[config.mk]
export PLATFORM = sky130hd
export DESIGN_NAME = stack
export DESIGN_NICKNAME = d
export VERILOG_FILES = /design/src/rtl/stack_pkg.sv /design/src/rtl/stack_regfile.sv /design/src/rtl/stack.sv
export SDC_FILE = /design/constraint.sdc
export NUM_CORES = 1
export LEC_CHECK = 0
export BUFFER_PORTS_ARGS = -buffer_cell sky130_fd_sc_hd__buf_2
export CAP_MARGIN = 20
export CORE_MARGIN = 3
export CORE_UTILIZATION = 40
export DETAILED_ROUTE_END_ITERATION = 12
export GPL_TIMING_DRIVEN = 0
export HOLD_SLACK_MARGIN = 0.1
export PLACE_DENSITY_LB_ADDON = 0.25
export RECOVER_POWER = 50
export SLEW_MARGIN = 5
export SYNTH_ARGS = -nofsm -noshare
export SYNTH_HDL_FRONTEND = slang
export SYNTH_SLANG_ARGS = --single-unit
[constraint.sdc]
create_clock -name clk -period 5.08 [get_ports clk]
set_input_delay 0 -clock clk [delete_from_list [all_inputs] [get_ports clk]]
set_output_delay 0 -clock clk [all_outputs]
set_load 0.02 [all_outputs]
[src/rtl/stack_pkg.sv]
// Shared types for the LIFO stack: the per-cycle operation decode.
package stack_pkg;

  // What the stack actually does on a given edge, after the full/empty checks.
  typedef enum logic [1:0] {
    OP_IDLE = 2'd0,  // nothing happens (also covers dropped requests)
    OP_PUSH = 2'd1,  // store at the free slot, grow by one
    OP_POP  = 2'd2,  // return the top entry, shrink by one
    OP_SWAP = 2'd3   // return the top entry and overwrite it in place
  } op_t;

  // Resolve the raw requests against the occupancy flags. Push+pop on an
  // empty stack degrades to a plain push; out-of-range requests become idle.
  function automatic op_t decode_op(input logic push, input logic pop,
                                    input logic full, input logic empty);
    op_t op;
    op = OP_IDLE;
    if (push && pop) begin
      op = empty ? OP_PUSH : OP_SWAP;
    end else if (push) begin
      op = full ? OP_IDLE : OP_PUSH;
    end else if (pop) begin
      op = empty ? OP_IDLE : OP_POP;
    end
    return op;
  endfunction

endpackage

[src/rtl/stack_regfile.sv]
// DEPTH x BANDWIDTH register array: one synchronous write port and one
// asynchronous read port, so the top can capture the old top-of-stack on the
// same edge that overwrites it.
module stack_regfile #(
  parameter int DEPTH     = 8,
  parameter int BANDWIDTH = 4,
  parameter int AW        = $clog2(DEPTH)
) (
  input  logic                 clk,
  input  logic                 we,
  input  logic [AW-1:0]        waddr,
  input  logic [BANDWIDTH-1:0] wdata,
  input  logic [AW-1:0]        raddr,
  output logic [BANDWIDTH-1:0] rdata
);

  logic [BANDWIDTH-1:0] mem [DEPTH];

  // Write port; contents are deliberately never cleared.
  always_ff @(posedge clk) begin
    if (we) begin
      mem[waddr] <= wdata;
    end
  end

  assign rdata = mem[raddr];

endmodule

[src/rtl/stack.sv]
// Parameterised synchronous LIFO stack with registered pop data and
// combinational full/empty flags decoded from the occupancy counter.
module stack
  import stack_pkg::*;
#(
  parameter int DEPTH     = 8,
  parameter int BANDWIDTH = 4
) (
  input  logic                 clk,
  input  logic                 rstn,
  input  logic                 push,
  input  logic                 pop,
  input  logic [BANDWIDTH-1:0] data_in,
  output logic [BANDWIDTH-1:0] data_out,
  output logic                 full,
  output logic                 empty
);

  localparam int AW = $clog2(DEPTH);
  localparam int PW = AW + 1;

  logic [PW-1:0]        stack_ptr;
  logic [PW-1:0]        ptr_next;
  op_t                  op;
  logic                 we;
  logic [AW-1:0]        waddr;
  logic [AW-1:0]        raddr;
  logic [BANDWIDTH-1:0] rdata;

  assign full  = (stack_ptr == PW'(DEPTH));
  assign empty = (stack_ptr == '0);

  // Decode the request into write-port controls and the next occupancy.
  always_comb begin
    op       = decode_op(push, pop, full, empty);
    we       = 1'b0;
    raddr    = AW'(stack_ptr - PW'(1));
    waddr    = AW'(stack_ptr);
    ptr_next = stack_ptr;
    case (op)
      OP_PUSH: begin
        we       = rstn;
        ptr_next = stack_ptr + PW'(1);
      end
      OP_POP: begin
        ptr_next = stack_ptr - PW'(1);
      end
      OP_SWAP: begin
        we    = rstn;
        waddr = raddr;
      end
      default: begin
      end
    endcase
  end

  // Occupancy counter and pop-data register; reset discards any request.
  always_ff @(posedge clk) begin
    if (!rstn) begin
      stack_ptr <= '0;
      data_out  <= '0;
    end else begin
      stack_ptr <= ptr_next;
      if (op == OP_POP || op == OP_SWAP) begin
        data_out <= rdata;
      end
    end
  end

  stack_regfile #(
    .DEPTH     (DEPTH),
    .BANDWIDTH (BANDWIDTH),
    .AW        (AW)
  ) u_regfile (
    .clk   (clk),
    .we    (we),
    .waddr (waddr),
    .wdata (data_in),
    .raddr (raddr),
    .rdata (rdata)
  );

endmodule

==> summary.txt, run 1 <==
Outcome
  – Status: finished clean

Global routing
  – Initial antenna violation count: 0
  – First-pass GRT wire length: 4.98 mm
  – Total GRT Usage: 0.127
  – Largest net degree at the start of global routing: 13
  – Gr ovfl total: 0
  – Vias in the first global route: 1,052

Synth
  – Cells after synthesis: 119
  – Synth Area per Inst: 15.1 um2
  – Area share of the largest cell type after synthesis: 0.534
  – Ys Warns: 0
  – Net Count, Synth: around 130
  – Unique cell type count in the Yosys netlist: 31
  – Area leader, netlist: edfxtp_1
  – #FFs+latches synth: 40
  – Mapped Area: roughly 1800 um2
  – Sequential area share after synthesis: 0.623
  – Synth area leaders: edfxtp_1 (53%), dfxtp_1 (8.9%), mux4_2 (6.3%), mux4_1 (4.4%), ha_1 (2.8%)

Clock network
  – Htree depth: 2
  – Clock buffer depth: 2
  – PostCTS Resize Cnt: 0
  – Post-CTS Setup Inserts: 0
  – Root buffer cell: clkbuf_8
  – CTS sink cnt: 40
  – Clock Latency Late Sink: 280 ps
  – CTS tree: yes
  – Clock Pin Slew Worst Setup and Hold Paths: 80 ps
  – Total CTS buffers: 5

Route
  – Routed Antenna Nets: 0
  – DR iter-0 viols: 68
  – DR vias: between 1,000 and 1,500
  – Post-Route WL: 3.07 mm
  – DRT Pass-1 Iters: 4
  – Remaining DRCs: 0
  – Vias/cell: about 5.3
  – WL/cell: approximately 16 um

Critical path
  – Worst EP required: 5010 ps
  – CP Capture Type: register
  – Crit start category: register
  – Maximum fanout along the worst path: 10
  – Kind of critical path: register to register
  – Critical Path AT: 3490 ps

Placed design
  – Input/output buffers: 12
  – Placed insts: 181
  – Pre-CTS setup slack: 2030 ps
  – Hpwl dp: 2.27 mm
  – DP Area: 1920 um2
  – Gpl congestion: 0.784

Run
  – MaxCap Viol Count: 0

Finish
  – Layout cell share with drive strength beyond 1: 0.162
  – ANT cells: 0
  – Final Cell Area: 2020 um2
  – Nets: roughly 150
  – Area Growth Syn to Fin: 12.5%
  – Layout Cells excl Fill: roughly 190

STA
  – Final Slew Violations: 0
  – Worst Tran Pin Value: 715 ps
  – Worst clock skew: 5.32 ps
  – RSZ-0062 raised after global routing: false
  – Worst Slack Setup Final: 1530 ps
  – Fin. Hold Viols: 0
  – Final Cycle Share: 0.700
  – Crit path time final: 3550 ps
  – Setup_tns: 0 ps
  – Final setup viols: 0
  – Fmax: roughly 0.28 GHz
  – Relative slew margins: 0.523

Pwr
  – Total power: 1.06 mW
  – PwrDens: 525 nW/um2
  – VDD IR max: 0.233 mV
  – Leakage power: 0.735 nW

Die
  – Initial Utilization: 0.431
  – Die height: roughly 73 um
  – Rows: 23
  – Core area: 4170 um2
  – I/O pins: 14
  – Full die area: approximately 5300 um2
  – Die outline width: approximately 73 um

Hold path
  – Hold WC Path Type: primary input to register
-- kinds of logic after synthesis --
family / Yosys count / share of synthesized area
flip-flops: 40 / 0.623
XOR/XNOR: 6 / 0.0334
buffers and inverters: 12 / 0.0327
adder cells (fa/ha/maj): 4 / 0.0278
AO/OA/AOI/OAI: 18 / 0.0737
multiplexers: 13 / 0.135
AND/OR/NAND/NOR: 26 / 0.0744
-- power by group --
part	leakage (nW)	switching, mW	total [mW]	internal (mW)
sequential	0.355	0.0250	0.422	0.397
combinational	0.340	0.246	0.447	0.200
clock	0.0400	0.102	0.195	0.0929
-- layout make-up --
cell class	instances	area [um2]
repair buffers	16	90.1
flip-flops and latches	40	1120
fillers	362	2150
well taps	50	62.6
plain buffers	7	31.3
clock buffers	5	68.8
multi-input cells	67	619
clock inverters	2	12.5
inverters	5	18.8
-- synthesized netlist by cell type --
cell	number
a21oi_1	2
a2bb2oi_1	1
and2_1	3
and4b_2	1
buf_2	5
buf_6	1
clkbuf_1	1
dfxtp_1	8
edfxtp_1	32
ha_1	4
inv_1	5
mux2_2	1
mux2i_1	4
mux4_1	3
mux4_2	5
nand2_1	6
nand2b_1	2
nand3b_1	1
nor2_1	9
nor2b_1	3
nor4b_1	1
o211a_1	2
o21a_1	1
o21ai_0	1
o21ai_1	4
o22ai_1	2
o2bb2ai_1	1
o311a_1	4
xnor2_1	4
xor2_1	1
xor2_2	1
-- through the flow --
stage / hold slack [ps] / util
floorplan: 98.9 / -
detailed placement: 284 / 0.461
global route: 137 / 0.485
global placement: 268 / 0.461
CTS: 110 / 0.490
finish: 116 / 0.485
-- registers in the layout (all words and copies together) (netlist names) --
name           cells
u_regfile.mem     32
stack_ptr          4
data_out           4
-- layer usage --
layer	GRT usage	wire, um	up-vias
li1	-	-	496
met1	0.161	1380	489
met2	0.214	1500	24
met3	0.0331	139	5
met4	0.0369	38	0
met5	0	0	-
-- worst paths after layout --
kind,startpoint,endpoint,slack [ps],depth (start not counted)
max,stack_ptr[0]$_SDFFE_PN0P_,u_regfile.mem[7][0]$_DFFE_PP_,1530,12
min,rstn,data_out[3]$_SDFFE_PN0P_,120,2
max reg2reg,stack_ptr[0]$_SDFFE_PN0P_,u_regfile.mem[7][0]$_DFFE_PP_,1530,12
min reg2reg,data_out[0]$_SDFFE_PN0P_,data_out[0]$_SDFFE_PN0P_,520,1
-- timing repair --
item / 4_1_cts / 5_1_grt
endpoints found under the hold margin: 32 / 0
setup endpoints to repair: 0 / 0
hold buffers: 4 / 0
-- worst max-delay path: stages (launching register included) --
cell and delay, ps:
dfxtp_1 480, clkbuf_1 590, inv_1 100, ha_1 220, clkbuf_1 210, nand2_1 180
nor2_1 70, nor2b_1 180, ha_1 280, nand2b_1 120, o22ai_1 210, o2bb2ai_1 160
nor2b_1 410
-- cells in the final DEF, fill, tap and decap left out, types with 2 or more instances in the layout --
cell type      synthesis  layout
o211a_1                2       2
o22ai_1                2       2
xnor2_1                4       4
edfxtp_1              32      32
and2_1                 3       2
ha_1                   4       4
dlygate4sd3_1          0       4
buf_2                  5       8
nand2_1                6       6
inv_1                  5       5
clkbuf_1               1      11
mux4_1                 3       3
mux2i_1                4       4
clkbuf_8               0       5
nor2b_1                3       3
mux4_2                 5       5
o311a_1                4       4
nand2b_1               2       2
nor2_1                 9       9
a21oi_1                2       2
o21ai_1                4       4
dfxtp_1                8       8
No activity file was read; power rests on OpenSTA's default activity.
==> run 2: changes to the inputs <==
- clock period: 5.08 -> 3.4 ns (I/O delays scaled with it)
==> run 2 against run 1 <==
  * Die area is the same
  * Sequential power grew 50%
  * Design area grew 0.43%
  * Hold slack is essentially flat
  * Sequential share of layout area shrank 0.24 points
  * Core utilization grew 0.21 points
  * Clock skew is essentially flat
  * Non-clock buffer count is the same
  * Setup slack lost 1200 ps
  * Critical path depth is the same
==> summary.txt, run 2 (synthesis gave the netlist of run 1 again) <==
Critical path
  – Critical Path AT: 2980 ps (-510 ps)
  – Crit start category: register
  – Worst r2r src: stack_ptr[0]$_SDFFE_PN0P_
  – Reg2Reg Depth: 12 (unchanged)
  – CP max stage delay: 500 ps (-90 ps)
  – Top Family by Delay on Critical Path: simple AND/OR/NAND/NOR gates
  – Kind of critical path: register to register
  – Reg2Reg Setup Slack: 350 ps (-1170 ps)
  – Worst r2r dst: u_regfile.mem[7][0]$_DFFE_PP_
  – Slowest cell on crit path: dfxtp_1
  – Setup crit start: stack_ptr[0]$_SDFFE_PN0P_
  – Maximum fanout along the worst path: 10 (unchanged)
  – Buf+Inv Stages, Crit Path: 3 (unchanged)
  – Crit path cell chain: buf_6 > inv_1 > ha_1 > buf_2 > nand2_1 > nor2_1 > nor2b_1 > ha_1 > nand2b_1 > o22ai_1 > o2bb2ai_1 > nor2b_1
  – CP Capture Type: register
  – Worst EP required: 3330 ps (-1680 ps)

Clock network
  – Clock buffer depth: 2 (unchanged)
  – PostCTS Resize Cnt: 0 (unchanged)
  – Post-CTS Setup Inserts: 0 (unchanged)
  – CTS Hold Bufs: 4 (unchanged)
  – Root buffer cell: clkbuf_8
  – CTS sink cnt: 40 (unchanged)
  – Clock Latency Late Sink: 280 ps (about the same)
  – Total CTS buffers: 5 (unchanged)
  – CTS tree: yes
  – Htree depth: 2 (unchanged)
  – Clock Pin Slew Worst Setup and Hold Paths: 80 ps (about the same)

Finish
  – Biggest register: u_regfile.mem
  – Most frequent cells in the layout: edfxtp_1 (32), buf_2 (9), nor2_1 (9), clkbuf_1 (9), dfxtp_1 (8)
  – Area Growth Syn to Fin: 13.0%
  – Max FFs per register: 32 (unchanged)
  – Most common cell after layout, fill and taps aside: edfxtp_1
  – ANT cells: 0 (unchanged)
  – Layout cell share with drive strength beyond 1: 0.176 (+0.0141)
  – Biggest regs: u_regfile.mem: 32 flops, data_out: 4 flops, stack_ptr: 4 flops
  – Nets: 154 (unchanged)

Route
  – Routed wl met2: 1.50 mm (about the same)
  – Met1 WL: 1.38 mm (-0.22%)
  – DR vias: 1,015 (+0.099%)
  – WL met3: 139 um (unchanged)
  – DR iter-0 viols: 69 (+1.5%)
  – Vias/cell: 5.29 (about the same)
  – Routed Antenna Nets: 0 (unchanged)
  – Post-Route WL: 3.06 mm (-0.16%)
  – Remaining DRCs: 0 (unchanged)
  – DRT Pass-1 Iters: 4 (unchanged)
  – DR top layer: met4
  – WL/cell: 15.9 um (-0.16%)

Die
  – Full die area: 5340 um2 (unchanged)
  – I/O pins: 14 (unchanged)
  – Core area: 4170 um2 (unchanged)
  – Die outline width: 73.1 um (unchanged)
  – Initial Utilization: 0.431 (unchanged)
  – Die height: 73.1 um (unchanged)
  – Rows: 23 (unchanged)

Global routing
  – Initial antenna violation count: 0 (unchanged)
  – Total GRT Usage: 0.127 (unchanged)
  – Gr ovfl total: 0 (unchanged)
  – Largest net degree at the start of global routing: 13 (unchanged)
  – First-pass GRT wire length: 4.98 mm (unchanged)
  – Vias in the first global route: 1,052 (unchanged)

Hold path
  – HP Start: rstn
  – WHS Endpoint: data_out[3]$_SDFFE_PN0P_
  – WHS Path Cells: 2 (unchanged)
  – Hold WC Path Type: primary input to register

STA
  – Fmax: 0.328 GHz (+17%)
  – Worst clock skew: 5.33 ps (+0.00710 ps)
  – RSZ-0062 raised after global routing: false
  – Worst hold slack: 116 ps (-0.0230 ps)
  – Worst Tran Pin Value: 432 ps (-283 ps)
  – Final Cycle Share: 0.896 (+0.196)
  – Fin. Hold Viols: 0 (unchanged)
  – Final Slew Violations: 0 (unchanged)
  – Setup_tns: 0 ps (unchanged)
  – Relative slew margins: 0.711 (+0.188)
  – Crit path time final: 3050 ps (-508 ps)
  – Final setup viols: 0 (unchanged)

Outcome
  – Status: finished clean

Pwr
  – Leakage power: 0.743 nW (+1.0%)
  – VDD IR max: 0.349 mV (+50%)
  – PwrDens: 787 nW/um2 (+50%)

Placed design
  – Hpwl dp: 2.27 mm (unchanged)
  – Gpl congestion: 0.784 (unchanged)
  – Input/output buffers: 12 (unchanged)

Run
  – MaxCap Viol Count: 0 (unchanged)
-- run 2: layout make-up --
type | count | area [um2]
fillers | 364 | 2140
flip-flops and latches | 40 | 1120
multi-input cells | 67 | 619
repair buffers | 16 | 90.1
clock buffers | 5 | 68.8
well taps | 50 | 62.6
plain buffers | 7 | 40.0
inverters | 5 | 18.8
clock inverters | 2 | 12.5
-- run 2: metrics by stage --
step	util	instances	instance area (um2)	total power [mW]	worst slack, ps
after floorplan	-	119	1800	1.16	703
after detailed placement	0.461	181	1920	1.33	350
after CTS	0.490	192	2040	1.62	320
final	0.487	192	2030	1.60	353
after global routing	0.487	192	2030	1.70	69.4
after global placement	0.461	181	1920	1.31	465
-- run 2: worst max-delay path by stage --
stage | end | slack [ps] | depth (start not counted)
floorplan | u_regfile.mem[6][0]$_DFFE_PP_ | 700 | 12
global placement | u_regfile.mem[6][0]$_DFFE_PP_ | 460 | 12
detailed placement | u_regfile.mem[7][0]$_DFFE_PP_ | 350 | 12
CTS | u_regfile.mem[7][0]$_DFFE_PP_ | 320 | 12
global route | u_regfile.mem[7][0]$_DFFE_PP_ | 70 | 12
finish | u_regfile.mem[7][0]$_DFFE_PP_ | 350 | 12
-- run 2: power by group --
group | switching (mW) | internal (mW)
Sequential | 0.0387 | 0.593
Combinational | 0.367 | 0.310
Clock | 0.153 | 0.139
Total | 0.559 | 1.04
-- run 2: per-layer routing --
metal	vias to the layer above	GRT usage
met5	-	0
met4	0	0.0369
met3	5	0.0331
met2	24	0.214
met1	490	0.161
li1	496	-
==> run 3: changes to the inputs <==
- ABC_AREA: not set -> 1
- SKIP_LAST_GASP: not set -> 1
==> run 3 against run 2 <==
  * Setup slack improved by 220 ps
  * Critical path depth fell by 1
  * Sequential power fell by 1%
  * Via count rose by 31%
  * Global-route usage rose by 2.1 points
  * Core utilization fell by 0.21 points
  * Total power rose by 11%
  * Synthesized area rose by 5.1%
  * Cell count rose by 44%
  * Critical path type unchanged
  * Largest power group unchanged
==> summary.txt, run 3 <==
STA
  – Setup_tns: 0 ps (unchanged)
  – Worst Tran Pin Value: 444 ps (+12.0 ps)
  – Worst clock skew: 6.06 ps (+0.735 ps)
  – Crit path time final: 2820 ps (-224 ps)
  – RSZ-0062 raised after global routing: false
  – Final setup viols: 0 (unchanged)
  – Relative slew margins: 0.701 (-0.0106)
  – Final Cycle Share: 0.830 (-0.0660)
  – Worst Slack Setup Final: 577 ps (+224 ps)
  – Fin. Hold Viols: 0 (unchanged)
  – Fmax: 0.354 GHz (+7.9%)
  – Final Slew Violations: 0 (unchanged)

Route
  – DR vias: 1,333 (+31%)
  – Vias/cell: 4.83 (-8.6%)
  – Routed Antenna Nets: 0 (unchanged)
  – WL/cell: 13.2 um (-17%)
  – Remaining DRCs: 0 (unchanged)
  – DR iter-0 viols: 116 (+68%)
  – DRT Pass-1 Iters: 4 (unchanged)
  – Post-Route WL: 3.65 mm (+19%)

Critical path
  – CP Capture Type: register
  – Worst setup path end: u_regfile.mem[4][2]$_DFFE_PP_
  – Worst EP required: 3360 ps (+30 ps)
  – Worst r2r src: stack_ptr[0]$_SDFFE_PN0P_
  – Reg2Reg Depth: 11 (-1)
  – Maximum fanout along the worst path: 10 (unchanged)
  – Reg2Reg Setup Slack: 580 ps (+220 ps)
  – Crit start category: register
  – Worst r2r dst: u_regfile.mem[4][2]$_DFFE_PP_
  – Kind of critical path: register to register
  – Setup crit start: stack_ptr[0]$_SDFFE_PN0P_
  – Critical Path AT: 2780 ps (-200 ps)

Clock network
  – Total CTS buffers: 5 (unchanged)
  – CTS tree: yes
  – Root buffer cell: clkbuf_8
  – Htree depth: 2 (unchanged)
  – Clock buffer depth: 2 (unchanged)
  – Post-CTS Setup Inserts: 0 (unchanged)
  – Clock Pin Slew Worst Setup and Hold Paths: 80 ps (about the same)
  – PostCTS Resize Cnt: 0 (unchanged)
  – CTS sink cnt: 40 (unchanged)
  – CTS Hold Bufs: 5 (+1)
  – Clock Latency Late Sink: 290 ps (about the same)

Placed design
  – Input/output buffers: 13 (+1)
  – Hpwl dp: 2.61 mm (+15%)
  – Gpl congestion: 0.850 (+8.4%)
  – Pre-CTS setup slack: 613 ps (+263 ps)

Global routing
  – Total GRT Usage: 0.148 (+0.0209)
  – First-pass GRT wire length: 5.89 mm (+18%)
  – Gr ovfl total: 0 (unchanged)
  – Vias in the first global route: 1,261 (+20%)
  – Largest net degree at the start of global routing: 14 (+1)
  – GR peak layer: met2
  – Initial antenna violation count: 0 (unchanged)
  – Met2 Usage GRT: 0.244 (+0.0304)
  – Grt met1 use: 0.187 (+0.0264)
  – GR Layer Usage met3: 0.0401 (+0.00700)

Finish
  – ANT cells: 0 (unchanged)
  – Biggest register: u_regfile.mem
  – Most frequent cells in the layout: nand2_1 (51), edfxtp_1 (32), nand3_1 (26), inv_1 (24), nor2_1 (18)
  – Area Growth Syn to Fin: 14.7%
  – Most common cell after layout, fill and taps aside: nand2_1
  – Layout cell share with drive strength beyond 1: 0.125 (-0.0511)
  – Max FFs per register: 32 (unchanged)
  – Nets: 235 (+53%)
  – Biggest regs: u_regfile.mem: 32 flops, data_out: 4 flops, stack_ptr: 4 flops
  – Fillers: 425 (+17%)

Synth
  – Post-synth EDFFs: 32 (unchanged)
  – Area leader, netlist: edfxtp_1
  – Mapped Area: 1890 um2 (+5.1%)
  – Cells after synthesis: 198 (+66%)
  – Async SR Flop Fraction: 0 (unchanged)
  – Net Count, Synth: 210 (+60%)
  – Ys flop type: edfxtp_1
  – Area share of the largest cell type after synthesis: 0.508 (-0.0261)
  – Synth Area per Inst: 9.55 um2 (-37%)
  – Synth area leaders: edfxtp_1 (51%), nand2_1 (10%), dfxtp_1 (8.5%), nand3_1 (6.9%), inv_1 (4.8%)
  – #FFs+latches synth: 40 (unchanged)
  – Unique cell type count in the Yosys netlist: 25 (-19%)
  – Sequential area share after synthesis: 0.593 (-0.0305)
  – Most common cell in the netlist: nand2_1
  – Synth cell count leaders: nand2_1 (51), edfxtp_1 (32), nand3_1 (26), inv_1 (24), nor2_1 (18)
  – Ys Warns: 0 (unchanged)

Die
  – Die outline width: 74.8 um (+2.3%)
  – Core area: 4470 um2 (+7.2%)
  – Full die area: 5590 um2 (+4.7%)
  – Initial Utilization: 0.423 (-0.00837)
  – I/O pins: 14 (unchanged)
  – Die height: 74.8 um (+2.3%)
  – Rows: 24 (+4.3%)

Pwr
  – PwrDens: 821 nW/um2 (+4.3%)
  – VDD IR max: 0.370 mV (+6.1%)
  – Leakage power: 0.922 nW (+24%)

Run
  – MaxCap Viol Count: 0 (unchanged)

Hold path
  – Hold WC Path Type: primary input to register

Outcome
  – Status: finished clean
[run 3: changes by cell type in the layout (fill, tap and decap cells not counted), moves of 5 or more]
cell	delta
nor2_1	+9
mux4_2	-5
nand2_1	+45
nand3_1	+26
inv_1	+19
[run 3: kinds of logic after synthesis]
logic type,share of synthesized area
AOI/OAI and AO/OA,0.0437
xor gates and xnor gates,0.0271
adders and majority gates,0.0265
buffers and inverters,0.0827
DFF,0.593
and+or+nand+nor,0.228
[run 3: worst min path at each step]
stage,startpoint,endpoint,slack (ps),cells after the start
final,push,stack_ptr[2]$_SDFFE_PN0P_,350,6
after global routing,push,stack_ptr[2]$_SDFFE_PN0P_,400,6
after CTS,push,stack_ptr[2]$_SDFFE_PN0P_,350,6
after detailed placement,rstn,stack_ptr[3]$_SDFFE_PN0P_,250,3
after global placement,rstn,stack_ptr[3]$_SDFFE_PN0P_,250,3
after floorplan,data_in[0],u_regfile.mem[0][0]$_DFFE_PP_,100,0
[run 3: where the power goes]
part	internal (mW)	total [mW]	switching (mW)
Sequential	0.598	0.625	0.0275
Clock	0.217	0.387	0.169
Combinational	0.256	0.771	0.515
Total	1.07	1.78	0.712
[run 3: area by class of cell]
type,count,area [um2],area share
Inverter,29,109,0.0501
Sequential cell,40,1120,0.516
Buffer,6,47.5,0.0219
Tap cell,52,65.1,0.0300
Timing Repair Buffer,18,103,0.0473
Clock inverter,3,42.5,0.0196
Clock buffer,5,68.8,0.0317
Multi-Input combinational cell,123,614,0.283
[run 3: per-layer routing]
metal  vias to the layer above  wire length (um)  share of wire
li1                        690                 -              -
met1                       596              1710           0.47
met2                        40              1690           0.46
met3                         7               205          0.056
met4                         0                47          0.013
met5                         -                 0              0
[run 3: stage by stage]
| stage | hold WS, ps | power (mW) | cells | instance area (um2) | utilization |
|---|---|---|---|---|---|
| after CTS | 349 | 1.80 | 276 | 2180 | 0.488 |
| after floorplan | 98.9 | 1.21 | 198 | 1890 | - |
| after global routing | 400 | 1.92 | 276 | 2170 | 0.485 |
| final | 349 | 1.78 | 276 | 2170 | 0.485 |
| after global placement | 251 | 1.40 | 263 | 2020 | 0.452 |
| after detailed placement | 253 | 1.40 | 263 | 2020 | 0.452 |
[run 3: critical path, cell delays in order, from the launching register on]
cell and delay [ps]:
dfxtp_1 320, buf_4 170, inv_2 80, buf_4 180, ha_1 280, nand2_2 90, nor2_2 140, a21oi_4 80
ha_1 280, o21ai_0 400, nand2_1 130, nor2_1 340
